$ cat src/rtl/bridge_pkg.sv
// Shared encodings for the AHB-to-APB bridge: FSM state codes, HTRANS and HRESP values.
package bridge_pkg;

  localparam logic [2:0] ST_IDLE   = 3'd0;
  localparam logic [2:0] ST_DATA   = 3'd1;
  localparam logic [2:0] ST_SETUP  = 3'd2;
  localparam logic [2:0] ST_ACCESS = 3'd3;
  localparam logic [2:0] ST_ERR1   = 3'd4;
  localparam logic [2:0] ST_ERR2   = 3'd5;

  localparam logic [1:0] HTRANS_IDLE   = 2'b00;
  localparam logic [1:0] HTRANS_BUSY   = 2'b01;
  localparam logic [1:0] HTRANS_NONSEQ = 2'b10;
  localparam logic [1:0] HTRANS_SEQ    = 2'b11;

  localparam logic HRESP_OKAY  = 1'b0;
  localparam logic HRESP_ERROR = 1'b1;

  function automatic logic htrans_valid(input logic [1:0] htrans);
    return (htrans == HTRANS_NONSEQ) || (htrans == HTRANS_SEQ);
  endfunction

endpackage

$ cat src/rtl/apb_addr_decode.sv
// Combinational slave decode: the index field of the address selects one PSEL line,
// and an index with no matching slave raises the miss flag instead.
module apb_addr_decode #(
  parameter int ADDR_W     = 32,
  parameter int NUM_SLAVES = 4,
  parameter int SEL_LSB    = 12
) (
  input  logic [ADDR_W-1:0]     i_addr,
  output logic [NUM_SLAVES-1:0] o_sel,
  output logic                  o_miss
);

  localparam int IDX_W = $clog2(NUM_SLAVES) + 1;

  logic [IDX_W-1:0] w_idx;
  logic             w_unused_addr;

  assign w_idx         = i_addr[SEL_LSB +: IDX_W];
  assign w_unused_addr = ^i_addr;

  // NOTE: every output gets a default before the loop so no latch is inferred.
  always_comb begin
    o_sel  = '0;
    o_miss = 1'b1;
    for (int i = 0; i < NUM_SLAVES; i++) begin
      if (w_idx == IDX_W'(i)) begin
        o_sel[i] = 1'b1;
        o_miss   = 1'b0;
      end
    end
  end

endmodule

$ cat src/rtl/apb_bridge_ctrl.sv
// AHB-to-APB bridge controller: N-way decode, PREADY wait states, PSLVERR/timeout
// error responses, and optional posted writes with a one-deep pending transfer.
module apb_bridge_ctrl
  import bridge_pkg::*;
#(
  parameter int ADDR_W     = 32,
  parameter int DATA_W     = 32,
  parameter int NUM_SLAVES = 4,
  parameter int SEL_LSB    = 12,
  parameter int TIMEOUT    = 16,
  parameter int WRITE_POST = 0
) (
  input  logic                  HCLK,
  input  logic                  HRESET,
  input  logic                  HSEL,
  input  logic [ADDR_W-1:0]     HADDR,
  input  logic [1:0]            HTRANS,
  input  logic                  HWRITE,
  input  logic [DATA_W-1:0]     HWDATA,
  input  logic                  HREADYin,
  output logic                  HREADYout,
  output logic                  HRESP,
  output logic [DATA_W-1:0]     HRDATA,
  output logic [ADDR_W-1:0]     PADDR,
  output logic [NUM_SLAVES-1:0] PSEL,
  output logic                  PENABLE,
  output logic                  PWRITE,
  output logic [DATA_W-1:0]     PWDATA,
  input  logic [DATA_W-1:0]     PRDATA,
  input  logic                  PREADY,
  input  logic                  PSLVERR,
  output logic                  post_err,
  input  logic                  post_err_clr
);

  localparam int                  TCNT_W   = (TIMEOUT > 1) ? $clog2(TIMEOUT) : 1;
  localparam logic [TCNT_W-1:0]   TCNT_MAX = TCNT_W'((TIMEOUT > 0) ? TIMEOUT - 1 : 0);
  localparam logic                POSTING  = (WRITE_POST != 0);

  logic [2:0]            r_state;
  logic [ADDR_W-1:0]     r_addr;
  logic                  r_write;
  logic [NUM_SLAVES-1:0] r_sel;
  logic                  r_miss;
  logic                  r_posted;
  logic [DATA_W-1:0]     r_wdata;
  logic [DATA_W-1:0]     r_rdata;
  logic [TCNT_W-1:0]     r_tcnt;
  logic                  r_pend_valid;
  logic [ADDR_W-1:0]     r_pend_addr;
  logic                  r_pend_write;
  logic [NUM_SLAVES-1:0] r_pend_sel;
  logic                  r_pend_miss;
  logic                  r_post_err;

  logic [NUM_SLAVES-1:0] w_dec_sel;
  logic                  w_dec_miss;
  logic                  w_ready;
  logic                  w_resp;
  logic                  w_apb_act;
  logic                  w_accept;
  logic                  w_timeout;
  logic                  w_done;
  logic                  w_abort;
  logic                  w_fail;

  apb_addr_decode #(
    .ADDR_W     (ADDR_W),
    .NUM_SLAVES (NUM_SLAVES),
    .SEL_LSB    (SEL_LSB)
  ) u_decode (
    .i_addr (HADDR),
    .o_sel  (w_dec_sel),
    .o_miss (w_dec_miss)
  );

  always_comb begin
    w_ready = 1'b1;
    w_resp  = HRESP_OKAY;
    case (r_state)
      ST_DATA:   w_ready = r_posted & ~r_miss;
      ST_SETUP,
      ST_ACCESS: w_ready = 1'b0;
      ST_ERR1: begin
        w_ready = 1'b0;
        w_resp  = HRESP_ERROR;
      end
      ST_ERR2:   w_resp  = HRESP_ERROR;
      default:   w_ready = 1'b1;
    endcase
  end

  // Only IDLE and a posted-write DATA phase may take a new address; ERR2 never does.
  assign w_accept  = HSEL & htrans_valid(HTRANS) & HREADYin & w_ready &
                     ((r_state == ST_IDLE) | (r_state == ST_DATA));
  assign w_apb_act = (r_state == ST_SETUP) | (r_state == ST_ACCESS);
  assign w_timeout = (TIMEOUT != 0) && (r_tcnt == TCNT_MAX);
  assign w_done    = (r_state == ST_ACCESS) & PREADY;
  assign w_abort   = (r_state == ST_ACCESS) & ~PREADY & w_timeout;
  assign w_fail    = (w_done & PSLVERR) | w_abort;

  assign HREADYout = w_ready;
  assign HRESP     = w_resp;
  assign HRDATA    = r_rdata;
  assign PSEL      = w_apb_act ? r_sel : '0;
  assign PENABLE   = (r_state == ST_ACCESS);
  assign PADDR     = w_apb_act ? r_addr : '0;
  assign PWRITE    = w_apb_act & r_write;
  assign PWDATA    = w_apb_act ? r_wdata : '0;
  assign post_err  = r_post_err;

  // NOTE: state updates use non-blocking assignments; reset is synchronous and clears every register.
  always_ff @(posedge HCLK) begin
    if (HRESET) begin
      r_state      <= ST_IDLE;
      r_addr       <= '0;
      r_write      <= 1'b0;
      r_sel        <= '0;
      r_miss       <= 1'b0;
      r_posted     <= 1'b0;
      r_wdata      <= '0;
      r_rdata      <= '0;
      r_tcnt       <= '0;
      r_pend_valid <= 1'b0;
      r_pend_addr  <= '0;
      r_pend_write <= 1'b0;
      r_pend_sel   <= '0;
      r_pend_miss  <= 1'b0;
    end else begin
      case (r_state)
        ST_IDLE: begin
          if (w_accept) begin
            r_addr   <= HADDR;
            r_write  <= HWRITE;
            r_sel    <= w_dec_sel;
            r_miss   <= w_dec_miss;
            r_posted <= HWRITE & POSTING;
            r_state  <= ST_DATA;
          end
        end
        ST_DATA: begin
          if (r_write) r_wdata <= HWDATA;
          if (w_accept) begin
            r_pend_valid <= 1'b1;
            r_pend_addr  <= HADDR;
            r_pend_write <= HWRITE;
            r_pend_sel   <= w_dec_sel;
            r_pend_miss  <= w_dec_miss;
          end
          r_state <= r_miss ? ST_ERR1 : ST_SETUP;
        end
        ST_SETUP: begin
          r_tcnt  <= '0;
          r_state <= ST_ACCESS;
        end
        ST_ACCESS: begin
          if (w_done | w_abort) begin
            if (w_done & ~PSLVERR & ~r_write) r_rdata <= PRDATA;
            // The pending transfer skips DATA: its write data is already on HWDATA,
            // and it always completes non-posted because its data phase is stalled.
            if (r_pend_valid) begin
              r_pend_valid <= 1'b0;
              r_addr       <= r_pend_addr;
              r_write      <= r_pend_write;
              r_sel        <= r_pend_sel;
              r_miss       <= r_pend_miss;
              r_posted     <= 1'b0;
              if (r_pend_write) r_wdata <= HWDATA;
              r_state      <= r_pend_miss ? ST_ERR1 : ST_SETUP;
            end else if (w_fail & ~r_posted) begin
              r_state <= ST_ERR1;
            end else begin
              r_state <= ST_IDLE;
            end
          end else begin
            r_tcnt <= r_tcnt + 1'b1;
          end
        end
        ST_ERR1: r_state <= ST_ERR2;
        default: r_state <= ST_IDLE;
      endcase
    end
  end

  // Set has priority over clear so a failure in the clearing cycle is not lost.
  always_ff @(posedge HCLK) begin
    if (HRESET) begin
      r_post_err <= 1'b0;
    end else if (w_fail & r_posted) begin
      r_post_err <= 1'b1;
    end else if (post_err_clr) begin
      r_post_err <= 1'b0;
    end
  end

endmodule
$ cat config.mk
export PLATFORM = sky130hd
export DESIGN_NAME = apb_bridge_ctrl
export DESIGN_NICKNAME = d
export VERILOG_FILES = /design/src/rtl/bridge_pkg.sv /design/src/rtl/apb_addr_decode.sv /design/src/rtl/apb_bridge_ctrl.sv
export SDC_FILE = /design/constraint.sdc
export NUM_CORES = 1
export LEC_CHECK = 0
export CAP_MARGIN = 20
export CORE_ASPECT_RATIO = 0.5
export CORE_MARGIN = 2
export CORE_UTILIZATION = 48
export CTS_CLUSTER_DIAMETER = 60
export DETAILED_ROUTE_END_ITERATION = 6
export GPL_TIMING_DRIVEN = 1
export PLACE_DENSITY = 0.85
export SLEW_MARGIN = 20
export SYNTH_ARGS = -nofsm -noshare
export SYNTH_HDL_FRONTEND = slang
export SYNTH_SLANG_ARGS = --single-unit
$ cat constraint.sdc
create_clock -name HCLK -period 2.7 [get_ports HCLK]
set_input_delay 0.405 -clock HCLK [delete_from_list [all_inputs] [get_ports HCLK]]
set_output_delay 0.405 -clock HCLK [all_outputs]
set_load 0.03 [all_outputs]
Word level (Yosys, flattened, before mapping). Index checks and enable logic that the tools add are counted.

Register bits: 150. Output and inout bits: 105.

Add/subtract/negate cells: 1. Equal/unequal tests: 18. Muxes and demuxes: 52. Bitwise logic cells: 23. Reduce and logical (&&, ||, !) cells: 16.

Operator list (number): two-way mux 32 bit (9); one-hot mux 32 bit (2 select lines) (2); two-way mux 1 bit (22); two-way mux 4 bit (5); two-way mux 3 bit (6); one-hot mux 4 bit (2 select lines) (2); one-hot mux 3 bit (5 select lines) (1); AND 1 bit (14); equality test 3 x 2 -> 1 bit, second input constant (4); one-hot mux 1 bit (2 select lines) (5); != test 2 bit, second input constant (4); nonzero test 2 bit (4); equality test 3 x 1 -> 1 bit, second input constant (2); equality test 3 bit, second input constant (2); zero test 3 bit (2); != test 2 x 1 -> 1 bit, second input constant (3); AND reduction 2 bit (3); AND reduction 3 bit (2); inverter 1 bit (5); AND reduction 5 bit (1); adder 4 x 1 -> 4 bit, second input constant (1); equality test 2 bit, second input constant (2); equality test 4 bit, second input constant (1); OR 1 bit (4); 4 further kinds (4).

Longest topological paths before layout. Gate-level depths: netlist of run 1.

Depth in word-level cells: 9. Mapped depth: 7. Depth with buffers taken out: 5.

By module. From an unflattened synthesis of run 1, not the netlist that was laid out.

Cell total of the unflattened synthesis: 685. Area total of the unflattened synthesis: 6212.2 um2.

Modules (own cells, without submodules): apb_bridge_ctrl (times used 1, cells an instance 680, area each 6179.7 um2); apb_addr_decode (times used 1, cells an instance 5, area each 32.5 um2).

Least setup slack after synthesis of run 1. No wires, ideal clock.

Path type: register to output. Start: register r_state[2]. End: output PADDR[0]. Data arrival time: 1378 ps. Data required time: 2295 ps. Slack: 917 ps. Stages on the path, launching flop included: 6. Path buffers: 3. Path through: dfxtp_1 buf_2 nor2b_1 clkbuf_1 clkbuf_1 and2_1.

Longest elaborated chain between the ends: 3. Elaborated cells between the ends (all ways): 4. Those cells by class: eq/ne (2); mux (1); bitwise (1).

RTL lines: start, declared (line apb_bridge_ctrl.sv:40) `logic [2:0] r_state;`; start signal, assigned (line apb_bridge_ctrl.sv:150) `r_state <= r_miss ? ST_ERR1 : ST_SETUP;`; start signal, assigned (line apb_bridge_ctrl.sv:169) `r_state <= r_pend_miss ? ST_ERR1 : ST_SETUP;`; equality test 3 x 2 -> 1 bit (line apb_bridge_ctrl.sv:96) `assign w_apb_act = (r_state == ST_SETUP) | (r_state == ST_ACCESS);`; OR 1 bit (*) (line apb_bridge_ctrl.sv:96); two-way mux 32 bit (*) (line apb_bridge_ctrl.sv:107) `assign PADDR = w_apb_act ? r_addr : '0;`; end, declared (line apb_bridge_ctrl.sv:24) `output logic [ADDR_W-1:0] PADDR,`.

Mark *: on every way between the ends. The rest lies on a longest branch, timed or not.

Worst setup path after layout of run 1.
Start: register r_state[2]. End: output PWDATA[30].

Longest elaborated chain between the ends: 3. Elaborated cells between the ends (all ways): 4. Those cells by class: eq/ne (2); mux (1); bitwise (1).

RTL lines: equality test 3 x 2 -> 1 bit (line apb_bridge_ctrl.sv:96); OR 1 bit (*) (line apb_bridge_ctrl.sv:96); two-way mux 32 bit (*) (line apb_bridge_ctrl.sv:109) `assign PWDATA = w_apb_act ? r_wdata : '0;`; end, declared (line apb_bridge_ctrl.sv:28) `output logic [DATA_W-1:0] PWDATA,`.

Marked as above.

==> impl_results.md, run 1 <==
* Clock buffer depth at 2
* Req. time, crit path at 2.30 ns
* Clock group share of total power at 0.454
* Iter 0 DRT Violations at roughly 380
* Final worst slack at between 0.1 and 0.15 ns
* Least-Margin Pin Slew at between 0.7 and 0.8 ns
* Hold-fix buffers, CTS at 0
* Setup slack, reg-to-reg at roughly 0.46 ns
* Psw at ~0.0011 W
* CP arrival at 2.18 ns
* Comb power frac at 0.081
* Post-synth top cells: dfxtp_1 (148), nand2_1 (137), a21oi_1 (73)
* Mapped Area at 5914 µm²
* Worst Path Max Fanout at between 50 and 60
* Post-synth ARST share at 0
* Fmax at slightly below 400 MHz
* Most used flip-flop cell after synthesis: dfxtp_1
* VDD IR-drop max at approximately 0.00039 V
* Worst flop-to-flop path endpoint: r_state[2]
* Setup crit start kind: flop
* Syn nets at a little under 800
* Top-Level Pins at ~210
* Post-synth EDFFs at 0
* Largest cells by area after synthesis: dfxtp_1 (50%), nand2_1 (8.7%), and2_1 (7.3%), a21oi_1 (6.2%), mux2i_1 (5.8%)
* Number of port buffers at roughly 210
* # H-tree levels at 4
* Endpoint class of the critical path: output pin
* Initial Util at 0.4965
* DP Worst Slack at 0.2265 ns
* Worst r2r src: r_state[2]
* Number of synthesis warnings at 0
* Via count at around 5.2k
* RSZ-0062 raised after global routing: false
* Period Utilization, post-route at 0.9576
* Int Pwr at 0.003731 W
* Root Driver: clkbuf_16
* CP max stage delay at 0.69 ns
* Max-slew headroom at 0.4878
* Antenna Nets Post-Route at 0
* Critical Path Sink: PWDATA[30]
* FILL cells at between 800 and 900
* Worst Hold Class: flop to flop
* Post-Synthesis Cells at between 600 and 700
* Worst-Skew Late Latency at a little over 0.4 ns
* Vias in the first global route at 4,997
* Final setup violation count at 0
* Post-synthesis cell type count at about 40
* Mean Syn Cell Area at ~8.7 µm²
* Status: finished, final reports clean
* Final Net Count at between 900 and 1k
* Gpl congestion at 0.7918
* Largest net degree at the start of global routing at slightly below 80
* Number of vias per cell at around 5
* Switching Fraction at 0.2277
* Max Cap Viol at 0
* Max-slew violation count at 0
* Total Wirelength at about 15,000 µm
* Die outline width at roughly 160 µm
* CTS buffer count at 17
* HPWL after DPL at slightly below 10,000 µm
* Top-count cell post-synth: dfxtp_1
* Share of layout cells above drive strength 1 at 0.06470
* Row count at 28
* First-pass GRT wire length at about 24,000 µm
* Clk pin slew, worst setup/hold paths at about 0.06 ns
* Crit path launch: r_state[2]
* Synth top area share at 0.5010
* All-layer global routing usage at 0.2249
* TNS Setup at 0 ns
* Skew final at 0.01083 ns
* Area grow syn2layout at 45.99%
* Largest area contributor in the netlist: dfxtp_1
* Final Critical Period at 2.586 ns
* Crit-path cells: nor2b_4 -> buf_12 -> and2_1 -> clkdlybuf4s50_1
* Initial antenna violation count at 0
* CTS sink cnt at ~150
* R2r worst-path depth at 6
* PD cells at around 560 nW/µm²
* Detailed-route wire length per cell at about 14 µm
* Die area at 13,280 µm²
* Critical path type: flop to output pin
* CTS tree: yes
* Sequential share of power at 0.464
* Die height at between 80 and 90 µm
* Core area at ~12,000 µm²
* Drt pass-1 iters at 4
* FF+latch count, synth at between 100 and 150
* Sequential share of the synthesized area at 0.5010
* Final hold violation count at 0
* Critical path's slowest cell: clkdlybuf4s50_1
* Leakage dissipation at between 3 and 4 nW
* Residual DRC count at 0
* Antenna diodes at 0
* GRT overflow at 0
-- cells by family after synthesis --
family | count (synthesis) | share of synthesized area
adder cells (fa/ha/maj) | 1 | 0.002115
AO/OA/AOI/OAI | 131 | 0.1379
buffers and inverters | 60 | 0.04739
multiplexers | 34 | 0.05754
AND/OR/NAND/NOR | 307 | 0.2534
other | 1 | 0.0006340
flip-flops | 148 | 0.5010
-- metal layers --
metal / GRT usage / wire (µm) / vias to the layer above / share of wire
li1: - / - / 2648 / -
met2: 0.3970 / 7465 / 157 / 0.50
met5: 0 / 0 / - / 0
met1: 0.2724 / 6653 / 2398 / 0.44
met4: 0.1045 / 278 / 0 / 0.018
met3: 0.04496 / 667 / 23 / 0.044
-- cell type report --
type,count,area [µm²],area share
clock inverters,11,105.1,0.01217
multi-input cells,474,2696,0.3123
inverters,7,26.28,0.003043
clock buffers,21,450.4,0.05217
well taps,165,206.4,0.02391
repair buffers,220,2187,0.2533
flip-flops and latches,148,2963,0.3431
-- per-stage QoR --
stage,utilization,cells,instance area (µm²),power [W],hold slack [ns]
5_1_grt,0.7249,1046,8635,0.005012,0.4583
6_report,0.7249,1046,8635,0.004831,0.4454
2_1_floorplan,-,682,5914,0.002465,0.4273
3_3_place_gp,0.6777,1013,8073,0.002672,0.4333
4_1_cts,0.7248,1046,8633,0.004888,0.4479
3_5_place_dp,0.6777,1013,8073,0.002681,0.4396
-- registers in the layout, summed over array words and instances (netlist names) --
| register | cells |
|---|---|
| HRDATA | 32 |
| r_addr | 32 |
| r_miss | 1 |
| r_pend_addr | 32 |
| r_pend_miss | 1 |
| r_pend_sel | 4 |
| r_pend_valid | 1 |
| r_pend_write | 1 |
| r_sel | 4 |
| r_state | 3 |
| r_tcnt | 4 |
| r_wdata | 32 |
| r_write | 1 |
-- power groups by stage --
stage / Sequential (W) / Combinational, W / Clock, W
6_report: 0.00224 / 0.000393 / 0.00219
5_1_grt: 0.00225 / 0.000425 / 0.00234
3_3_place_gp: 0.00229 / 0.000383 / 0
4_1_cts: 0.00224 / 0.000394 / 0.00225
2_1_floorplan: 0.00229 / 0.000180 / 0
3_5_place_dp: 0.00229 / 0.000389 / 0
-- placed cells by master (no fill, tap or decap), types with 2 or more instances in the layout --
cell type,count
buf_12,2
nand2_1,137
a31o_2,2
dlygate4sd2_1,2
buf_4,13
nand4b_1,3
mux2i_1,34
clkinvlp_4,7
inv_1,5
a211oi_1,37
clkbuf_1,3
o31ai_1,2
nand3_1,5
nor2_1,43
and2_1,69
nor2b_1,38
clkbuf_16,17
o21a_1,2
a21oi_1,73
inv_2,2
nor4_1,2
o21ai_0,3
dfxtp_1,148
a31oi_1,4
clkdlybuf4s50_1,203
-- worst max-delay path, delay by kind of cell (launching register included) --
family                 cells  cell delay [ns]
and+or+nand+nor            2             0.38
buffers and inverters      2             0.93
DFF                        1             0.44
-- timing repair --
item                       in CTS  in global routing
buffers inserted                1                  0
setup endpoints to repair       7                  0
gates resized for setup         2                  0
-- worst min path at each step --
stage	startpoint	to	slack, ns	cells after the start
after floorplan	r_wdata[0]	r_wdata[0]	0.43	2
after global placement	r_wdata[12]	r_wdata[12]	0.43	2
after detailed placement	r_wdata[3]	r_wdata[3]	0.44	2
after CTS	r_wdata[3]	r_wdata[3]	0.45	2
after global routing	r_wdata[3]	r_wdata[3]	0.46	2
final	r_wdata[11]	r_wdata[11]	0.45	2
Power figures use the tool's default switching activity.
==> inputs of run 2 (changes only) <==
--- a/config.mk
+++ b/config.mk
@@ -12,7 +12,8 @@
 export CTS_CLUSTER_DIAMETER = 60
 export DETAILED_ROUTE_END_ITERATION = 6
 export GPL_TIMING_DRIVEN = 1
-export PLACE_DENSITY = 0.85
+export PLACE_DENSITY = 0.83
+export REMOVE_ABC_BUFFERS = 1
 export SLEW_MARGIN = 20
 export SYNTH_ARGS = -nofsm -noshare
 export SYNTH_HDL_FRONTEND = slang
==> impl_results.md, run 2 (synthesis results as in run 1) <==
* Status: finished, final reports clean
* Final Net Count at about 980
* CP delay by family, top: buffers and inverters
* Setup crit start kind: flop
* Psw at about 0.0012 W
* Least-Margin Pin Slew at approximately 0.56 ns
* Crit path launch: r_state[2]
* Max-slew violation count at 0
* Die area at approximately 13,000 µm²
* Critical Path Stages at 4
* CTS buffer count at 17
* Critical path type: flop to output pin
* Number of vias per cell at a little under 5
* Clock group share of total power at 0.463
* Core area at roughly 12,000 µm²
* Critical path buffer and inverter count at 2
* Skew final at about 0.012 ns
* Max-slew headroom at 0.6244
* Via count at a little over 5k
* Post_cts resized at 0
* Max Cap Viol at 0
* Critical Path Sink: PSEL[0]
* Worst-Skew Late Latency at 0.41 ns
* Die outline width at approximately 160 µm
* RSZ-0062 raised after global routing: false
* PD cells at between 500 and 600 nW/µm²
* Worst flop-to-flop path endpoint: r_state[2]
* Initial antenna violation count at 0
* HPWL after DPL at approximately 9800 µm
* Number of port buffers at approximately 210
* Initial Util at 0.4965
* DP Worst Slack at roughly 0.15 ns
* Hold slack at between 0.4 and 0.5 ns
* R2r worst-path depth at 6
* Worst hold stages at 2
* Clock buffer depth at 2
* Detailed-route wire length per cell at 14.00 µm
* Fmax at 396.5 MHz
* Die height at 82.49 µm
* Iter 0 DRT Violations at 274
* Gpl congestion at a little under 0.8
* Placed cells at 1,014
* Antenna diodes at 0
* Worst hold path startpoint: HRESET
* Int Pwr at about 0.0037 W
* Crit-path cells: nor2b_4 -> buf_12 -> and2_1 -> clkdlybuf4s50_1
* CP max stage delay at around 0.70 ns
* Final setup violation count at 0
* Worst Hold Class: input pin to flop
* Period Utilization, post-route at 0.9340
* Area grow syn2layout at 46.08%
* Worst r2r src: r_state[2]
* Setup slack, reg-to-reg at approximately 0.52 ns
* Endpoint class of the critical path: output pin
* Hold-fix buffers, CTS at 0
* Req. time, crit path at 2.30 ns
* Leakage dissipation at approximately 3.3 nW
* Final instance count without filler cells at between 1k and 1.5k
* Comb power frac at 0.080
* Largest net degree at the start of global routing at 57
* Top-Level Pins at 211
* All-layer global routing usage at 0.2193
* Final worst slack at about 0.18 ns
* Switching Fraction at 0.2399
* Commonest non-fill, non-tap cells in the layout: clkdlybuf4s50_1 (205), dfxtp_1 (148), nand2_1 (137), a21oi_1 (73), and2_1 (69)
* Drt pass-1 iters at 7
* Final Critical Period at between 2 and 3 ns
* Worst Path Max Fanout at 56
* Final Util at 0.7253
* Antenna Nets Post-Route at 0
* Critical path's slowest cell: clkdlybuf4s50_1
* Row count at 28
* Final hold violation count at 0
* # H-tree levels at 4
* CTS tree: yes
* CP arrival at around 2.1 ns
* Total Wirelength at 14,640 µm
* FILL cells at a little over 900
* Clk pin slew, worst setup/hold paths at 0.06 ns
* VDD IR-drop max at between 0.0003 and 0.0004 V
* Most common cell after layout, fill and taps aside: clkdlybuf4s50_1
* Vias in the first global route at around 4.9k
* Root Driver: clkbuf_16
* GRT overflow at 0
* CTS sink cnt at 148
* Setup bufs post-CTS at 0
* First-pass GRT wire length at ~24,000 µm
* Share of layout cells above drive strength 1 at 0.06810
* Residual DRC count at 0
* Sequential share of power at 0.457
[run 2: cell count changes in the layout (fill, tap and decap cells not counted), moves of 2 or more]
cell	previous run	this run
clkinvlp_4	7	1
dlygate4sd2_1	2	0
inv_8	0	2
inv_6	1	6
clkinv_2	1	3
clkdlybuf4s50_1	203	205
clkbuf_1	3	0
[run 2: routing by layer]
metal  share of wire  up-vias  track usage
met1            0.44     2382       0.2690
met2            0.51      104       0.3953
met3           0.038       17      0.04446
met5               0        -            0
li1                -     2654            -
met4           0.012        0      0.07411
[run 2: layout make-up]
| cell class | instances | area, µm² | share of cell area |
|---|---|---|---|
| Clock buffer | 17 | 425.4 | 0.04924 |
| Sequential cell | 148 | 2963 | 0.3429 |
| Tap cell | 165 | 206.4 | 0.02390 |
| Clock inverter | 15 | 145.1 | 0.01680 |
| Inverter | 7 | 26.28 | 0.003041 |
| Timing Repair Buffer | 220 | 2177 | 0.2520 |
| Multi-Input combinational cell | 474 | 2696 | 0.3121 |
[run 2: metrics by stage]
| step | power [W] | cell area (µm²) | TNS, ns |
|---|---|---|---|
| 5_1_grt | 0.005094 | 8640 | 0 |
| 3_3_place_gp | 0.002672 | 8068 | 0 |
| 3_5_place_dp | 0.002680 | 8068 | 0 |
| 6_report | 0.004907 | 8640 | 0 |
| 2_1_floorplan | 0.002424 | 5660 | -47.26 |
| 4_1_cts | 0.004954 | 8638 | 0 |
[run 2: worst register-to-register path, delay by kind of cell, from the launching register on]
family          cells  cell delay [ns]
buf+inv             2             0.76
flops               1             0.57
simple gates        3             0.44
compound gates      1             0.28
[run 2: how the worst min path moves through the flow]
stage,endpoint,slack (ns)
after floorplan,r_wdata[0],0.42
after global placement,r_wdata[29],0.43
after detailed placement,r_wdata[22],0.44
after CTS,r_pend_sel[2],0.43
after global routing,r_pend_addr[2],0.45
final,r_pend_sel[2],0.44
[run 2: power by group through the flow]
stage | Clock, W | Sequential, W | Combinational [W]
2_1_floorplan | 0 | 0.00229 | 0.000135
3_3_place_gp | 0 | 0.00229 | 0.000382
3_5_place_dp | 0 | 0.00229 | 0.000389
4_1_cts | 0.00232 | 0.00224 | 0.000393
5_1_grt | 0.00242 | 0.00225 | 0.000423
6_report | 0.00227 | 0.00224 | 0.000390
